**config.mk**
```make
export PLATFORM = sky130hd
export DESIGN_NAME = mac_seq_flat
export DESIGN_NICKNAME = d
export VERILOG_FILES = /design/src/rtl/mac_seq_if.sv /design/src/rtl/mac_seq.sv /design/src/flat_wrapper.sv
export SDC_FILE = /design/constraint.sdc
export NUM_CORES = 1
export LEC_CHECK = 0
export CAP_MARGIN = 40
export CORE_MARGIN = 1.5
export CORE_UTILIZATION = 46
export CTS_BUF_LIST = sky130_fd_sc_hd__clkbuf_2 sky130_fd_sc_hd__clkbuf_4 sky130_fd_sc_hd__clkbuf_8
export DETAILED_ROUTE_END_ITERATION = 7
export PLACE_DENSITY = 0.88
export SYNTH_ARGS = -nofsm -noshare
export SYNTH_HDL_FRONTEND = slang
export SYNTH_SLANG_ARGS = --single-unit
```
**constraint.sdc**
```tcl
create_clock -name clk -period 3.5 [get_ports clk]
set_input_delay 0.7 -clock clk [delete_from_list [all_inputs] [get_ports clk]]
set_output_delay 0.7 -clock clk [all_outputs]
set_load 0.05 [all_outputs]
```
**src/rtl/mac_seq_if.sv**
```systemverilog
// mac_seq_if: job request, operand stream, result handshake and the
// operand/control bundle towards the external multiply-accumulate unit.
interface mac_seq_if #(
    parameter int bw      = 8,
    parameter int psum_bw = 16,
    parameter int len_bw  = 4
);
    // job request
    logic                start;
    logic [len_bw-1:0]   len;
    logic                fmt;

    // operand pair stream
    logic                in_valid;
    logic                in_ready;
    logic [bw-1:0]       in_a;
    logic [bw-1:0]       in_b;

    // external MAC unit
    logic [bw-1:0]       mac_A;
    logic [bw-1:0]       mac_B;
    logic                mac_format;
    logic                mac_acc;
    logic                mac_reset;
    logic [psum_bw-1:0]  mac_out;

    // result handshake and status
    logic                res_valid;
    logic                res_ready;
    logic [psum_bw-1:0]  res_data;
    logic                busy;

    // environment side: issues jobs, supplies operands, models the MAC
    modport master (
        output start, len, fmt, in_valid, in_a, in_b, res_ready, mac_out,
        input  in_ready, mac_A, mac_B, mac_format, mac_acc, mac_reset,
               res_valid, res_data, busy
    );

    // sequencer side
    modport slave (
        input  start, len, fmt, in_valid, in_a, in_b, res_ready, mac_out,
        output in_ready, mac_A, mac_B, mac_format, mac_acc, mac_reset,
               res_valid, res_data, busy
    );
endinterface

```
**src/rtl/mac_seq.sv**
```systemverilog
// mac_seq: runs one multiply-accumulate job on an external MAC unit.
// A job clears the MAC for two cycles, streams len operand pairs into it
// (one registered cycle per accepted pair, zero operands on gap cycles),
// lets the MAC pipeline drain, then offers the accumulator as a result.
// The block never interprets operand data; fmt is only forwarded.
module mac_seq #(
    parameter int bw      = 8,
    parameter int psum_bw = 16,
    parameter int len_bw  = 4,
    parameter int drain   = 2
) (
    input  logic     clk,
    input  logic     reset,
    mac_seq_if.slave bus
);
    // Wide enough to hold values up to drain+1.
    localparam int dcnt_bw = $clog2(drain + 2);

    typedef enum logic [2:0] {IDLE, CLR, STREAM, DRAIN, DONE} state_t;

    state_t              state_reg;
    state_t              state_next;
    logic                clr_cnt_reg;
    logic [len_bw-1:0]   rem_reg;
    logic                fmt_reg;
    logic [dcnt_bw-1:0]  dcnt_reg;
    logic [bw-1:0]       mac_a_reg;
    logic [bw-1:0]       mac_b_reg;
    logic [psum_bw-1:0]  res_data_reg;
    logic                accept;
    logic                drain_last;

    // in_ready is high for the whole of STREAM, so acceptance is just valid there
    assign accept = (state_reg == STREAM) && bus.in_valid;

    // DRAIN entered from STREAM starts at 0: its first cycle still carries the
    // last accepted pair, followed by drain zero-operand cycles. Entered
    // straight from CLR (len=0) it starts at 1 and lasts drain cycles.
    assign drain_last = (state_reg == DRAIN) && (dcnt_reg >= dcnt_bw'(drain));

    assign bus.mac_A    = mac_a_reg;
    assign bus.mac_B    = mac_b_reg;
    assign bus.res_data = res_data_reg;

    // state register
    always_ff @(posedge clk) begin
        if (!reset) begin
            state_reg <= IDLE;
        end else begin
            state_reg <= state_next;
        end
    end

    // next-state logic and state-decoded control outputs
    always_comb begin
        state_next     = state_reg;
        bus.in_ready   = 1'b0;
        bus.mac_acc    = 1'b0;
        bus.mac_reset  = 1'b0;
        bus.res_valid  = 1'b0;
        bus.busy       = (state_reg != IDLE);
        bus.mac_format = (state_reg != IDLE) && fmt_reg;
        case (state_reg)
            IDLE: begin
                if (bus.start) begin
                    state_next = CLR;
                end
            end
            CLR: begin
                bus.mac_reset = 1'b1;
                if (clr_cnt_reg) begin
                    state_next = (rem_reg == '0) ? DRAIN : STREAM;
                end
            end
            STREAM: begin
                bus.in_ready = 1'b1;
                bus.mac_acc  = 1'b1;
                if (accept && (rem_reg == len_bw'(1))) begin
                    state_next = DRAIN;
                end
            end
            DRAIN: begin
                bus.mac_acc = 1'b1;
                if (drain_last) begin
                    state_next = DONE;
                end
            end
            DONE: begin
                bus.res_valid = 1'b1;
                if (bus.res_ready) begin
                    state_next = IDLE;
                end
            end
            default: begin
                state_next = IDLE;
            end
        endcase
        // Keep the MAC cleared for as long as reset is held.
        if (!reset) begin
            bus.mac_reset = 1'b1;
        end
    end

    // job registers, operand pipeline stage and result capture
    always_ff @(posedge clk) begin
        if (!reset) begin
            clr_cnt_reg  <= 1'b0;
            rem_reg      <= '0;
            fmt_reg      <= 1'b0;
            dcnt_reg     <= '0;
            mac_a_reg    <= '0;
            mac_b_reg    <= '0;
            res_data_reg <= '0;
        end else begin
            // Operands are presented exactly one cycle after acceptance;
            // every other cycle feeds zeros so the sum is unaffected.
            mac_a_reg <= accept ? bus.in_a : '0;
            mac_b_reg <= accept ? bus.in_b : '0;
            case (state_reg)
                IDLE: begin
                    clr_cnt_reg <= 1'b0;
                    if (bus.start) begin
                        rem_reg <= bus.len;
                        fmt_reg <= bus.fmt;
                    end
                end
                CLR: begin
                    clr_cnt_reg <= 1'b1;
                    dcnt_reg    <= dcnt_bw'(1);
                end
                STREAM: begin
                    dcnt_reg <= '0;
                    // Counts down to exit, so len=2^len_bw-1 never wraps.
                    if (accept) begin
                        rem_reg <= rem_reg - len_bw'(1);
                    end
                end
                DRAIN: begin
                    if (drain_last) begin
                        res_data_reg <= bus.mac_out;
                    end else begin
                        dcnt_reg <= dcnt_reg + dcnt_bw'(1);
                    end
                end
                default: begin
                end
            endcase
        end
    end
endmodule
```
**src/flat_wrapper.sv**
```systemverilog
// flat-port wrapper written by rule: the top's interface ports become plain ports
module mac_seq_flat 
#(
    parameter int bw      = 8,
    parameter int psum_bw = 16,
    parameter int len_bw  = 4,
    parameter int drain   = 2
)
  (clk, reset, bus_start, bus_len, bus_fmt, bus_in_valid, bus_in_a, bus_in_b, bus_res_ready, bus_mac_out, bus_in_ready, bus_mac_A, bus_mac_B, bus_mac_format, bus_mac_acc, bus_mac_reset, bus_res_valid, bus_res_data, bus_busy);
  mac_seq_if #(.bw(bw), .psum_bw(psum_bw), .len_bw(len_bw)) bus_i ();
  input  logic clk;
  input  logic reset;
  input wire logic [$bits(bus_i.start)-1:0] bus_start;
  input wire logic [$bits(bus_i.len)-1:0] bus_len;
  input wire logic [$bits(bus_i.fmt)-1:0] bus_fmt;
  input wire logic [$bits(bus_i.in_valid)-1:0] bus_in_valid;
  input wire logic [$bits(bus_i.in_a)-1:0] bus_in_a;
  input wire logic [$bits(bus_i.in_b)-1:0] bus_in_b;
  input wire logic [$bits(bus_i.res_ready)-1:0] bus_res_ready;
  input wire logic [$bits(bus_i.mac_out)-1:0] bus_mac_out;
  output wire logic [$bits(bus_i.in_ready)-1:0] bus_in_ready;
  output wire logic [$bits(bus_i.mac_A)-1:0] bus_mac_A;
  output wire logic [$bits(bus_i.mac_B)-1:0] bus_mac_B;
  output wire logic [$bits(bus_i.mac_format)-1:0] bus_mac_format;
  output wire logic [$bits(bus_i.mac_acc)-1:0] bus_mac_acc;
  output wire logic [$bits(bus_i.mac_reset)-1:0] bus_mac_reset;
  output wire logic [$bits(bus_i.res_valid)-1:0] bus_res_valid;
  output wire logic [$bits(bus_i.res_data)-1:0] bus_res_data;
  output wire logic [$bits(bus_i.busy)-1:0] bus_busy;
  assign bus_i.start = bus_start;
  assign bus_i.len = bus_len;
  assign bus_i.fmt = bus_fmt;
  assign bus_i.in_valid = bus_in_valid;
  assign bus_i.in_a = bus_in_a;
  assign bus_i.in_b = bus_in_b;
  assign bus_i.res_ready = bus_res_ready;
  assign bus_i.mac_out = bus_mac_out;
  assign bus_in_ready = bus_i.in_ready;
  assign bus_mac_A = bus_i.mac_A;
  assign bus_mac_B = bus_i.mac_B;
  assign bus_mac_format = bus_i.mac_format;
  assign bus_mac_acc = bus_i.mac_acc;
  assign bus_mac_reset = bus_i.mac_reset;
  assign bus_res_valid = bus_i.res_valid;
  assign bus_res_data = bus_i.res_data;
  assign bus_busy = bus_i.busy;
  mac_seq #(.bw(bw), .psum_bw(psum_bw), .len_bw(len_bw), .drain(drain)) u_core (.clk(clk), .reset(reset), .bus(bus_i));
endmodule
```
==> flow_summary.ini <==
[run_status]
status = finished, final reports clean

[final_layout]
largest_reg_flops = 16
final-seq-area_um2 = 861
fillers = 296
multi_input_area_um2 = 783
final_cell_area_um2 = 2630
final_nets = 313
antennaDiodeCount = 0
areaGrowthSynthToFinish_pct = 50.5
drive_above_1_share_pct = 5.60

[setup_path]
required_ns = 2.80
crit_arrival_ns = 2.25
crit_chain = nand2b_1 > inv_2 > clkdlybuf4s50_1
path_class = reg2out
critPathMaxStageDelay_ns = 0.87
critPathLaunchType = register
crit_family = buffers and inverters
end_kind = primary output
slowest_stage = clkdlybuf4s50_1
ff2ff_setup_slack_ns = 1.71
path_buf_inv = 2
cp_max_fo = 18

[synth]
yosys-top-cells-area = dfxtp_1 (49%), o21ai_0 (6.3%), and2_1 (6.1%)
synth_area_per_cell_um2 = 9.06
synth-edff-count = 0
ys_ff_latch = 43
netlist_instances = 193
synthArstFlopShare_pct = 0
synth_warnings = 0
yosysTopAreaCellShare_pct = 49.2
ys_top_cells_by_count = dfxtp_1 (43), o21ai_0 (22), a21oi_1 (20), and2_1 (17), nand3_1 (17)
synth_nets = 239
synth_top_area_cell = dfxtp_1
synth_area_um2 = 1750
yosysMostFrequentCell = dfxtp_1
yosysSeqAreaShare_pct = 49.2
synth.distinct_cells = 35
synth_top_flop_cell = dfxtp_1

[clock_tree]
cts_tree = done
path_clk_slew_ns = 0.08
clockBufferDepth = 2
cts_inserted_buffers = 5
post_cts_buffers = 0
cts.sinks = 43
root_buffer = clkbuf_8
post_cts_resized = 0
h-tree-depth = 2
hold_buffers = 0
clk_latency_ns = 0.29

[sta]
timing.final.ws_setup_ns = 0.546
maxSlewViolCount = 0
worst-slew-pin-transition_ns = 0.781
fin_hold_ws_ns = 0.478
skew_ns = 0.00564
setup-tns-final_ns = 0
slew_headroom_pct = 47.9
fin_crit_ns = 2.95
rsz0062_at_grt = false
hold_viol = 0
setup_violations = 0
period_share_pct = 84.4
clock.fmax_mhz = 338

[floorplanning]
initial_core_util_pct = 47.8
die_area_um2 = 4180
io_pins = 80
dieWidth_um = 64.7
design.core.area_um2 = 3660
die_h_um = 64.7
num_rows = 22

[hold_path]
hold_path_class = reg2reg

[global_route]
grt_pass1_wl_mm = 6.67
grt-ovfl-total = 0
antenna_found_initial = 0
grt_pass1_vias = 1502
gr-usage-all-layers_pct = 20.4
grt_max_degree = 26

[power]
netSwitchingPower_w = 0.000234
vdd_ir_drop_max_v = 0.000273
p_leak_nw = 0.944
sw_frac_of_total_pct = 24.5
combPwrFrac_pct = 14.5
power_report.internal_total_w = 0.000722
seqPwrFrac_pct = 53.8
pwr_density_cell_nw_per_um2 = 363
clockPowerShare_pct = 31.7

[placement]
dp_slack_ns = 0.692
hpwl_mm = 2.83
numPortBuffers = 79
placed_cell_area_um2 = 2540
gp_congestion = 0.806

[drt]
antenna_left = 0
via_per_inst = 5.19
drtPass1Iterations = 4
initialDrtViolationCount = 60
wire_per_inst_um = 12.7
drt-total-wl_mm = 4.00
via_count = 1641
drc = 0

[run]
maxCapViolCount = 0
==> cells by family (layout without fill, tap and decap cells) <==
group / count (synthesis) / in the layout / synth area share (%)
and+or+nand+nor: 62 / 62 / 20.4
AOI/OAI and AO/OA: 57 / 57 / 19.2
DFF: 43 / 43 / 49.2
buffers and inverters: 23 / 98 / 6.01
adders and majority gates: 4 / 4 / 2.86
muxes: 4 / 4 / 2.29
==> worst min-delay path, cell delays in order, from the launching register on <==
cell and delay [ns]:
dfxtp_1 0.31, o21ai_0 0.06, a21oi_1 0.06
==> through the flow <==
stage	util, %	instances	total power, W
2_1_floorplan	-	193	0.000595
3_3_place_gp	69.5	308	0.000662
3_5_place_dp	69.5	308	0.000663
4_1_cts	71.9	316	0.000966
5_1_grt	71.9	316	0.00101
6_report	71.9	316	0.000955
==> power groups by stage <==
stage | Combinational, W | Clock, W | Sequential (W)
floorplan | 0.0000752 | 0 | 0.000520
global placement | 0.000137 | 0 | 0.000525
detailed placement | 0.000137 | 0 | 0.000525
CTS | 0.000139 | 0.000313 | 0.000514
global route | 0.000150 | 0.000340 | 0.000516
finish | 0.000138 | 0.000303 | 0.000514
==> layout make-up <==
class,instances,area share [%]
clock inverter,2,0.475
inverter,9,1.28
timing repair buffer,81,30.6
multi-input combinational,127,29.8
tap,48,2.28
sequential,43,32.7
clock buffer,6,2.90
==> layout by cell type (no fill, tap or decap), drive strengths merged, types with 2 or more instances in the layout <==
cell type,instances
dfxtp,43
ha,4
a21oi,20
inv,9
mux2i,4
nand2,7
nor2,8
o21ai,22
a221oi,2
a2111oi,4
and2,17
nor2b,2
or3,3
buf,2
clkdlybuf4s50,79
nand3,17
nor3b,2
o32ai,3
o211ai,2
clkbuf,6
==> routing by layer <==
layer / up-vias / part of all wire (%) / track usage [%]
met2: 69 / 46 / 32.3
met5: - / 0 / 0
met4: 0 / 1.3 / 8.24
met1: 739 / 45 / 25.4
li1: 827 / - / -
met3: 6 / 7.4 / 7.29
==> final timing paths <==
path / end / cells after the start / startpoint
worst max-delay path: bus_mac_acc / 3 / u_core.state_reg[1]
worst min-delay path: u_core.bus.res_data[14] / 2 / u_core.bus.res_data[14]
worst max register to register: u_core.rem_reg[1] / 3 / u_core.state_reg[1]
worst min register to register: u_core.bus.res_data[14] / 2 / u_core.bus.res_data[14]
No activity file was read; power rests on OpenSTA's default activity.
